`config.mk`:
```
export PLATFORM = sky130hd
export DESIGN_NAME = decoder_pipe_flat
export DESIGN_NICKNAME = d
export VERILOG_FILES = /design/src/rtl/decoder_pipe_if.sv /design/src/rtl/decoder_pipe.sv /design/src/flat_wrapper.sv
export SDC_FILE = /design/constraint.sdc
export NUM_CORES = 1
export LEC_CHECK = 0
export BUFFER_PORTS_ARGS = -buffer_cell sky130_fd_sc_hd__buf_2
export CORE_MARGIN = 10
export CORE_UTILIZATION = 55
export CTS_CLUSTER_SIZE = 30
export DETAILED_ROUTE_END_ITERATION = 8
export GPL_ROUTABILITY_DRIVEN = 0
export PLACE_DENSITY = 0.82
export SLEW_MARGIN = 40
export SYNTH_ARGS = -nofsm -noshare
export SYNTH_HDL_FRONTEND = slang
export SYNTH_SLANG_ARGS = --single-unit
export TNS_END_PERCENT = 10
```
`constraint.sdc`:
```
create_clock -name clk -period 3.05 [get_ports clk]
set_clock_uncertainty 0.2 [all_clocks]
set_input_delay 0.1525 -clock clk [delete_from_list [all_inputs] [get_ports clk]]
set_output_delay 0.1525 -clock clk [all_outputs]
set_load 0.02 [all_outputs]
```
`src/rtl/decoder_pipe_if.sv`:
```
// Handshake bundle for decoder_pipe: producer side (index in) and
// consumer side (decoded code out).
interface decoder_pipe_if #(
  parameter int IN_W = 2
) ();
  localparam int OUT_W = 1 << IN_W;

  logic             in_valid;
  logic             in_ready;
  logic [IN_W-1:0]  in_idx;
  logic             in_mode;
  logic             in_en;
  logic             out_valid;
  logic             out_ready;
  logic [OUT_W-1:0] out_code;

  // Decoder side
  modport slave (
    input  in_valid, in_idx, in_mode, in_en, out_ready,
    output in_ready, out_valid, out_code
  );

  // Producer/consumer side
  modport master (
    output in_valid, in_idx, in_mode, in_en, out_ready,
    input  in_ready, out_valid, out_code
  );
endinterface

```
`src/rtl/decoder_pipe.sv`:
```
// Registered index decoder (one-hot or thermometer) with valid/ready on
// both sides and a main+skid output buffer, so that in_ready can be a
// register and still sustain one transfer per cycle.
//
// state | meaning
// EMPTY | no entry held, out_valid=0
// ONE   | main entry presented on out_code
// FULL  | main presented, skid holds the next entry, in_ready=0
module decoder_pipe #(
  parameter int IN_W  = 2,
  parameter int CNT_W = 16
) (
  input  logic             clk,
  input  logic             rst_n,
  decoder_pipe_if.slave    bus,
  output logic [CNT_W-1:0] xfer_cnt
);
  localparam int OUT_W = 1 << IN_W;

  typedef enum logic [1:0] {
    EMPTY = 2'd0,
    ONE   = 2'd1,
    FULL  = 2'd2
  } state_t;

  state_t           state_q, state_nxt;
  logic [OUT_W-1:0] main_q, skid_q, dec_code;
  logic             rdy_q;
  logic             accept, drain;
  logic             load_main, load_skid, main_from_skid;

  assign accept        = bus.in_valid & rdy_q;
  assign drain         = bus.out_valid & bus.out_ready;
  assign bus.in_ready  = rdy_q;
  assign bus.out_valid = (state_q != EMPTY);
  assign bus.out_code  = main_q;

  // Combinational decode of the incoming index; disabled decode gives zeros
  always_comb begin
    dec_code = '0;
    if (bus.in_en) begin
      for (int i = 0; i < OUT_W; i++) begin
        dec_code[i] = bus.in_mode ? (i <= int'(bus.in_idx)) : (i == int'(bus.in_idx));
      end
    end
  end

  // Occupancy next-state and buffer load controls
  always_comb begin
    state_nxt      = state_q;
    load_main      = 1'b0;
    load_skid      = 1'b0;
    main_from_skid = 1'b0;
    case (state_q)
      EMPTY: begin
        if (accept) begin
          state_nxt = ONE;
          load_main = 1'b1;
        end
      end
      ONE: begin
        if (accept && drain) begin
          load_main = 1'b1;
        end else if (accept) begin
          state_nxt = FULL;
          load_skid = 1'b1;
        end else if (drain) begin
          state_nxt = EMPTY;
        end
      end
      FULL: begin
        // in_ready is low here, so only a drain can happen
        if (drain) begin
          state_nxt      = ONE;
          main_from_skid = 1'b1;
        end
      end
      default: state_nxt = EMPTY;
    endcase
  end

  // State register and registered in_ready (low exactly when FULL next)
  always_ff @(posedge clk or negedge rst_n) begin
    if (!rst_n) begin
      state_q <= EMPTY;
      rdy_q   <= 1'b1;
    end else begin
      state_q <= state_nxt;
      rdy_q   <= (state_nxt != FULL);
    end
  end

  // Main and skid data registers; main holds its value when idle or stalled
  always_ff @(posedge clk or negedge rst_n) begin
    if (!rst_n) begin
      main_q <= '0;
      skid_q <= '0;
    end else begin
      if (load_main) begin
        main_q <= dec_code;
      end else if (main_from_skid) begin
        main_q <= skid_q;
      end
      if (load_skid) begin
        skid_q <= dec_code;
      end
    end
  end

  // Completed output transfer counter, wraps silently
  always_ff @(posedge clk or negedge rst_n) begin
    if (!rst_n) begin
      xfer_cnt <= '0;
    end else if (drain) begin
      xfer_cnt <= xfer_cnt + 1'b1;
    end
  end
endmodule
```
`src/flat_wrapper.sv`:
```
// flat-port wrapper written by rule: the top's interface ports become plain ports
module decoder_pipe_flat 
#(
  parameter int IN_W  = 2,
  parameter int CNT_W = 16
)
  (clk, rst_n, xfer_cnt, bus_in_valid, bus_in_idx, bus_in_mode, bus_in_en, bus_out_ready, bus_in_ready, bus_out_valid, bus_out_code);
  decoder_pipe_if #(.IN_W(IN_W)) bus_i ();
  input  logic clk;
  input  logic rst_n;
  output logic [CNT_W-1:0] xfer_cnt;
  input wire logic [$bits(bus_i.in_valid)-1:0] bus_in_valid;
  input wire logic [$bits(bus_i.in_idx)-1:0] bus_in_idx;
  input wire logic [$bits(bus_i.in_mode)-1:0] bus_in_mode;
  input wire logic [$bits(bus_i.in_en)-1:0] bus_in_en;
  input wire logic [$bits(bus_i.out_ready)-1:0] bus_out_ready;
  output wire logic [$bits(bus_i.in_ready)-1:0] bus_in_ready;
  output wire logic [$bits(bus_i.out_valid)-1:0] bus_out_valid;
  output wire logic [$bits(bus_i.out_code)-1:0] bus_out_code;
  assign bus_i.in_valid = bus_in_valid;
  assign bus_i.in_idx = bus_in_idx;
  assign bus_i.in_mode = bus_in_mode;
  assign bus_i.in_en = bus_in_en;
  assign bus_i.out_ready = bus_out_ready;
  assign bus_in_ready = bus_i.in_ready;
  assign bus_out_valid = bus_i.out_valid;
  assign bus_out_code = bus_i.out_code;
  decoder_pipe #(.IN_W(IN_W), .CNT_W(CNT_W)) u_core (.clk(clk), .rst_n(rst_n), .bus(bus_i), .xfer_cnt(xfer_cnt));
endmodule
```
After elaboration in Yosys (flattened, before gate mapping) --
Index checks and enable logic that the tools add are counted.
Operators by class: add/sub/neg operators 1, $lt $le $gt $ge 3, equality and inequality tests 6, multiplexer cells 20, bitwise logic cells 2, reduce and logical (&&, ||, !) cells 5
Operator list (number):
- $add A16 B1 Y16 const B | 1
- $mux W4 | 3
- $mux W1 | 10
- $mux W2 | 5
- $pmux W2 S3 | 1
- $eq A2 B2 Y1 const A | 2
- $le A2 B2 Y1 const A | 2
- $logic_not A2 Y1 | 2
- $reduce_bool A2 Y1 | 2
- $and A1 B1 Y1 | 2
- $eq A1 B2 Y1 const A | 1
- $eq A2 B1 Y1 const B | 1
- $eq A2 B2 Y1 const B | 1
- $le A1 B2 Y1 const A | 1
- $ne A2 B2 Y1 const B | 1
- $pmux W1 S2 | 1
- $logic_and A1 B1 Y1 | 1
Storage, ports and cells: flip-flop bits (word level) 27, input port bits 8, output and inout port bits 22

Logic depth before layout (Yosys ltp) --
Gate-level depths: netlist of the first run.
depth after elaboration 7, depth in mapped cells 5

Worst setup path before layout of the first run --
Ideal clock, no wire load.
path type reg-to-reg, from register u_core.rdy_q, in the netlist u_core.bus.in_ready, to register u_core.skid_q[1], setup time 0.128 ns, arrival 1.392 ns, data required time 2.722 ns, setup slack 1.330 ns, cell stages (with the launch flop) 5, path through dfstp_2 and3b_1 buf_2 nor2b_4 mux2_1
Between the ends: longest elaborated chain between the ends 4
Ends and longest elaborated chain:
- start: declaration | line decoder_pipe.sv:28 | logic rdy_q;
- start signal: assignment | line decoder_pipe.sv:89 | rdy_q <= (state_nxt != FULL);
- $and A1 B1 Y1 * | line decoder_pipe.sv:32 | assign accept = bus.in_valid & rdy_q;
- $mux W1 / $logic_and A1 B1 Y1 (equally long branches) | line decoder_pipe.sv:64, decoder_pipe.sv:62
- $mux W1 * | line decoder_pipe.sv:62 | if (accept && drain) begin
- $mux W1 * | line decoder_pipe.sv:54 | case (state_q)
- end signal: assignment | line decoder_pipe.sv:105 | skid_q <= dec_code;
- end: declaration | line decoder_pipe.sv:27 | logic [OUT_W-1:0] main_q, skid_q, dec_code;
Mark *: on every way between the ends. The rest lies on a longest branch, timed or not. A chain may end at the register's enable or synchronous reset.

Worst setup path in the final report of the first run --
from register u_core.rdy_q, in the netlist u_core.bus.in_ready, to register u_core.skid_q[2]
Same word-level chain as after synthesis.

==> impl_metrics.json, run 1 <==
{
  "cts.sink_count": 27,
  "gr-total-overflow": 0,
  "first_global_vias": 941,
  "layout.cells.non_filler": 172,
  "path_depth": 3,
  "ys_seq_area_share_pct": 54.4,
  "synthesis.area_per_instance_um2": 11.5,
  "antenna_found_initial": 0,
  "power.switching_fraction_pct": 38.1,
  "number_of_buffers_and_inverters_on_the_critical_path": 0,
  "numPortBuffers": 29,
  "htree_levels": 1,
  "clock_path_buffers": 2,
  "min_delay_path_depth": 3,
  "p_per_area_nw_per_um2": 689,
  "synth_adder_area_share_pct": 1.01,
  "maxSlewViolCount": 0,
  "synth_seq_cells": 27,
  "ys_top_cells_by_area": "sky130_fd_sc_hd__dfrtp_1, sky130_fd_sc_hd__xnor2_1, sky130_fd_sc_hd__xor2_1, sky130_fd_sc_hd__a221o_1, sky130_fd_sc_hd__nand2_1",
  "hold_viol": 0,
  "synth.net_count": 117,
  "critPathLaunchType": "flip-flop",
  "crit_fanout": 7,
  "final_worst_path_cycle_share_pct": 56.7,
  "grt_setup_unrepaired": "false",
  "synth_xor_area_share_pct": 10.6,
  "status": "complete, no violations",
  "initial_core_util_pct": 56.8,
  "yosys_most_used_dff": "sky130_fd_sc_hd__dfrtp_1",
  "cts_resized": 0,
  "place.detailed.hpwl_um": 1840,
  "core.rowCount": 17,
  "detailedRoute.firstPassIterationCount": 4,
  "register_area_um2": 677,
  "post_route_cells_drive_above_1_share_pct": 27.8,
  "worst-setup-path-type": "reg -> reg",
  "worst_skew_pair.late_latency_ns": 0.32,
  "power.combinational.fraction_pct": 33.1,
  "place.detailed.instances": 164,
  "sequentialPowerShare_pct": 51.7,
  "internal_power_uw": 635,
  "period_needed_ns": 1.73,
  "numCtsBuffers": 3,
  "drtIter0Drc": 41,
  "multi_input_comb_area_um2": 543,
  "yosys.area_share.simple_pct": 19.7,
  "synth_cell_types": 31,
  "async_reset_ff_share_pct": 100,
  "yosysWarningCount": 0,
  "timing.hold.worst.class": "in -> reg",
  "clk_pin_slew_ns": 0.16,
  "required_ns": 3.08,
  "leakage_uw": 0.000787,
  "netSwitchingPower_uw": 391,
  "cts_setup_buffers": 0,
  "grt_start_max_net_pins": 28,
  "dieArea_um2": 4560,
  "fmax_ghz": 0.579,
  "cts-root-buf": "sky130_fd_sc_hd__clkbuf_4",
  "finish.net_count": 154,
  "clock_power_share_pct": 15.2,
  "worst_ep_arrival_time_ns": 1.76,
  "routedWlPerCell_um": 13.7,
  "synth_compound_area_share_pct": 7.24,
  "core-area_um2": 2190,
  "insertedDiodeCount": 0,
  "max_stage_delay_ns": 0.57,
  "area_overhead_vs_synth_pct": 19.7,
  "floorplan.die.width_um": 67.6,
  "postCtsHoldBufs": 4,
  "routed-via-count": 906,
  "synth_area_um2": 1240,
  "post_synth_top_area_share_pct": 52.3,
  "synthMostInstantiatedCell": "sky130_fd_sc_hd__dfrtp_1",
  "synth.mux.area_fraction_pct": 5.13,
  "final.fill_count": 188,
  "synth_top_family_by_area": "simple AND/OR/NAND/NOR gates",
  "fin_tns_setup_ns": 0,
  "number_of_failing_setup_endpoints_in_the_final_timing_report": 0,
  "timing.reg2reg.worst_path_depth": 3,
  "die_h_um": 67.6,
  "vdd_drop_max_uv": 459,
  "cts_tree": "built",
  "postSynthCellCount": 108,
  "wl_um": 2360,
  "maxCapViolations": 0,
  "netlist.top_cell.by_area": "sky130_fd_sc_hd__dfrtp_1",
  "max_slew_headroom_pct": 61.3,
  "timing.critical_path.slowest_stage_cell": "sky130_fd_sc_hd__dfstp_2",
  "timing_worst_slew_pin_value_ns": 0.580,
  "netlist_top_cells_count": "sky130_fd_sc_hd__dfrtp_1, sky130_fd_sc_hd__xnor2_1, sky130_fd_sc_hd__nand2_1",
  "routed_via_density": 5.27,
  "synth-edff-count": 0,
  "gr-usage-all-layers_pct": 11.3,
  "post-route-drc-count": 0,
  "holdWs_ns": 0.00565,
  "grt_first_pass_wirelength_um": 4110,
  "crit_chain": "and3b_1 -> nor2b_4 -> mux2_1",
  "top_ports": 30,
  "drt.antenna.violating_nets": 0,
  "cp-end-kind": "flip-flop",
  "cpLargestDelayFamily": "flip-flops"
}
## state kept, by name (all words and copies together), names as in the netlist
name / count
u_core.bus.out_code: 4
u_core.xfer_cnt: 16
u_core.state_q: 2
u_core.skid_q: 4
u_core.bus.in_ready: 1
## layer usage
layer / share of wire, % / track usage, % / routed length, um / vias up
met1: 43 / 13.1 / 1010 / 431
met3: 8.8 / 3.97 / 209 / 2
met4: 0.72 / 3.85 / 17 / 0
met5: 0 / 0 / 0 / -
met2: 48 / 18.9 / 1130 / 22
li1: - / - / - / 451
## area by class of cell
| cell class | instances | share of cell area, % |
|---|---|---|
| clock buffers | 3 | 1.51 |
| repair buffers | 33 | 12.4 |
| well taps | 28 | 2.35 |
| inverters | 5 | 1.26 |
| flip-flops and latches | 27 | 45.5 |
| clock inverters | 1 | 0.504 |
| multi-input cells | 75 | 36.5 |
## kinds of logic (layout without fill, tap and decap cells)
kind of cell | Yosys count | after routing
buffers and inverters | 6 | 42
adder cells (fa/ha/maj) | 1 | 1
AND/OR/NAND/NOR | 41 | 41
XOR/XNOR | 15 | 15
multiplexers | 6 | 6
flip-flops | 27 | 27
AO/OA/AOI/OAI | 12 | 12
## final timing paths
kind / startpoint / endpoint / slack (ns)
hold reg to reg: u_core.xfer_cnt[15]$_DFFE_PN0P_ / u_core.xfer_cnt[15]$_DFFE_PN0P_ / 0.29
min in group asynchronous: rst_n / u_core.xfer_cnt[10]$_DFFE_PN0P_ / 0.13
max in group asynchronous: rst_n / u_core.bus.in_ready$_DFF_PN1_ / 2.12
setup reg to reg: u_core.bus.in_ready$_DFF_PN1_ / u_core.skid_q[2]$_DFFE_PN0P_ / 1.32
hold / removal: bus_in_mode / u_core.skid_q[0]$_DFFE_PN0P_ / 0.006
setup / recovery: u_core.bus.in_ready$_DFF_PN1_ / u_core.skid_q[2]$_DFFE_PN0P_ / 1.32
## power by group through the flow
stage	Sequential, uW	Combinational [uW]	Clock (uW)
final	531	339	156
after global placement	532	336	0
after CTS	530	349	163
after global routing	545	379	179
after floorplan	592	170	0
after detailed placement	537	344	0
## worst register-to-register path: stages (launching register included)
cell	delay, ns
sky130_fd_sc_hd__dfstp_2	0.57
sky130_fd_sc_hd__and3b_1	0.28
sky130_fd_sc_hd__nor2b_4	0.25
sky130_fd_sc_hd__mux2_1	0.34
## metrics by stage
stage	utilization [%]	setup WS, ns	total power, uW	area [um2]
floorplan	-	1.33	762	1240
global placement	64.8	1.38	868	1420
detailed placement	64.8	1.30	881	1420
CTS	68.0	1.30	1040	1490
global route	68.0	1.22	1100	1490
finish	68.0	1.32	1030	1490
## placed cells by master, fill, tap and decap left out, drive strengths merged, types with 3 or more instances in the layout
cell type,synthesis,final
a21oi,4,4
a221o,4,4
and3,5,5
buf,1,29
clkbuf,0,3
dfrtp,26,26
dlygate4sd3,0,4
inv,5,5
mux2,3,3
mux2i,3,3
nand2,9,9
nand3,4,4
nand4,5,5
nor2,6,6
nor3,3,3
or2,3,3
xnor2,10,10
xor2,5,5
(Power assumes the default switching activity.)
==> inputs of run 2 (changes only) <==
--- a/config.mk
+++ b/config.mk
@@ -7,11 +7,11 @@
 export LEC_CHECK = 0
 export BUFFER_PORTS_ARGS = -buffer_cell sky130_fd_sc_hd__buf_2
 export CORE_MARGIN = 10
-export CORE_UTILIZATION = 55
+export CORE_UTILIZATION = 51
 export CTS_CLUSTER_SIZE = 30
 export DETAILED_ROUTE_END_ITERATION = 8
 export GPL_ROUTABILITY_DRIVEN = 0
-export PLACE_DENSITY = 0.82
+export PLACE_DENSITY = 0.77
 export SLEW_MARGIN = 40
 export SYNTH_ARGS = -nofsm -noshare
 export SYNTH_HDL_FRONTEND = slang
==> constraint.sdc (replaced) <==
create_clock -name clk -period 1.7 [get_ports clk]
set_clock_uncertainty 0.2 [all_clocks]
set_input_delay 0.085 -clock clk [delete_from_list [all_inputs] [get_ports clk]]
set_output_delay 0.085 -clock clk [all_outputs]
set_load 0.02 [all_outputs]
==> run 2 against run 1 <==
Count of clock-buffer cells in the layout grew 1. Worst setup slack lost 1.3 ns. Flip-flop and latch count is the same. First-iteration DRC count grew 100%. Critical path depth grew 2. Routed wire length grew 10%. Die area grew 5.5%. Register-to-register slack lost 1.3 ns. Core utilization shrank 0.67 points. Clock power grew 72%. Combinational power grew 91%. Non-clock buffer count grew 4.
==> impl_metrics.json, run 2 (synthesized netlist as in run 1, its figures left out) <==
{
  "grt_setup_unrepaired": "true",
  "timing_worst_slew_pin_value_ns": 0.612,
  "timing.critical_path.slowest_stage_cell": "sky130_fd_sc_hd__dlygate4sd3_1",
  "cts.sink_count": 27,
  "dr_wl_met2_um": 1260,
  "antenna_found_initial": 0,
  "routed_via_density": 5.34,
  "clock_power_share_pct": 14.4,
  "hold_viol": 0,
  "wl_met3_um": 194,
  "route.top_layer_used": "met4",
  "timing.hold.worst.class": "in -> reg",
  "power.combinational.fraction_pct": 34.7,
  "holdWs_ns": 0.0277,
  "die_h_um": 69.4,
  "post-route-drc-count": 0,
  "final.fill_count": 181,
  "worst-setup-path-type": "in -> reg",
  "layout.cell_area.non_filler_um2": 1530,
  "grt_start_max_net_pins": 28,
  "max_stage_delay_ns": 0.59,
  "netSwitchingPower_uw": 701,
  "required_ns": 1.71,
  "dieArea_um2": 4810,
  "finish.net_count": 158,
  "initial_core_util_pct": 54.6,
  "register_bank_with_the_most_flops": "u_core.xfer_cnt",
  "fmax_ghz": 0.610,
  "period_needed_ns": 1.64,
  "floorplan.die.width_um": 69.4,
  "first_global_vias": 944,
  "max_slew_headroom_pct": 59.2,
  "numCtsBuffers": 3,
  "gr-usage-all-layers_pct": 11.3,
  "status": "complete, no violations",
  "largest_register_ff_count": 16,
  "gr-total-overflow": 0,
  "clk_pin_slew_ns": 0.13,
  "wl_um": 2610,
  "cp-end-kind": "flip-flop",
  "number_of_failing_setup_endpoints_in_the_final_timing_report": 0,
  "numPortBuffers": 29,
  "place.detailed.hpwl_um": 1880,
  "cts_tree": "built",
  "critPathLaunchType": "primary input",
  "final_worst_path_cycle_share_pct": 96.4,
  "cts-root-buf": "sky130_fd_sc_hd__clkbuf_4",
  "grt_first_pass_wirelength_um": 4640,
  "maxSlewViolCount": 0,
  "htree_levels": 1,
  "crit_chain": "dlygate4sd3_1 -> inv_1 -> nor2_1 -> dlygate4sd3_1 -> mux2_1",
  "top_ports": 30,
  "worst_ep_arrival_time_ns": 1.65,
  "maxCapViolations": 0,
  "routedWlPerCell_um": 14.8,
  "p_per_area_nw_per_um2": 1220,
  "worst_skew_pair.late_latency_ns": 0.31,
  "insertedDiodeCount": 0,
  "post_route_cells_drive_above_1_share_pct": 28.4,
  "routed-via-count": 940,
  "crit_fanout": 4,
  "layout.cells.most_common": "sky130_fd_sc_hd__buf_2",
  "leakage_uw": 0.000809,
  "vdd_drop_max_uv": 749,
  "detailedRoute.firstPassIterationCount": 4,
  "met1_length_um": 1130,
  "sequentialPowerShare_pct": 50.9,
  "core-area_um2": 2280,
  "internal_power_uw": 1160,
  "drtIter0Drc": 82,
  "layout_common_cells": "sky130_fd_sc_hd__buf_2, sky130_fd_sc_hd__dfrtp_1, sky130_fd_sc_hd__xnor2_1",
  "area_overhead_vs_synth_pct": 23.1,
  "placed_area_um2": 1430,
  "power.switching_fraction_pct": 37.6,
  "drt.antenna.violating_nets": 0,
  "clock_path_buffers": 2,
  "core.rowCount": 17,
  "path_common_cell": "sky130_fd_sc_hd__dlygate4sd3_1"
}
run 2: routing by layer:
layer / vias to the layer above / global-route usage [%]
met4: 0 / 3.33
met5: - / 0
met1: 451 / 13.8
met2: 25 / 18.2
met3: 2 / 3.57
li1: 462 / -
run 2: path summary, 6_finish.rpt:
| kind | from | endpoint | slack, ns | cells past startpoint |
|---|---|---|---|---|
| worst max-delay path | bus_in_idx[0] | u_core.skid_q[3]$_DFFE_PN0P_ | 0.06 | 5 |
| worst min-delay path | bus_in_mode | u_core.skid_q[2]$_DFFE_PN0P_ | 0.03 | 4 |
| worst max register to register | u_core.bus.in_ready$_DFF_PN1_ | u_core.skid_q[2]$_DFFE_PN0P_ | 0.06 | 3 |
| worst min register to register | u_core.xfer_cnt[15]$_DFFE_PN0P_ | u_core.xfer_cnt[15]$_DFFE_PN0P_ | 0.29 | 1 |
| max in group asynchronous | rst_n | u_core.skid_q[3]$_DFFE_PN0P_ | 0.80 | 2 |
| min in group asynchronous | rst_n | u_core.bus.out_code[3]$_DFFE_PN0P_ | 0.10 | 2 |
run 2: layout make-up:
cell class	instances	area, um2	area share (%)
clock buffer	4	26.3	1.72
multi-input combinational	75	547	35.7
inverter	5	18.8	1.23
tap	28	35.0	2.29
sequential	27	677	44.2
timing repair buffer	37	228	14.9
run 2: timing repair:
| item | CTS | global route |
|---|---|---|
| setup endpoints to repair | 0 | 4 |
| setup buffers | 0 | 1 |
| hold buffers | 7 | 0 |
| gates resized for setup | 0 | 2 |
| endpoints found under the hold margin | 35 | 0 |
run 2: critical path, delay by kind of cell:
kind / cells / cell delay, ns
simple gates: 1 / 0.05
buf+inv: 3 / 1.23
mux: 1 / 0.29
run 2: power groups by stage:
stage	clock (uW)	sequential [uW]	combinational, uW
floorplan	0	1060	308
global placement	0	954	626
detailed placement	0	958	636
CTS	281	946	650
global route	307	975	720
finish	269	948	647
run 2: through the flow:
step	setup WS [ns]	TNS, ns	cells	total power (uW)	util, %
finish	0.0616	0	176	1860	67.3
global route	-0.00158	-0.00244	176	2000	67.3
CTS	0.0152	0	177	1880	67.2
detailed placement	0.0471	0	166	1590	63.0
global placement	0.0746	0	166	1580	63.0
floorplan	0.00304	0	108	1370	-
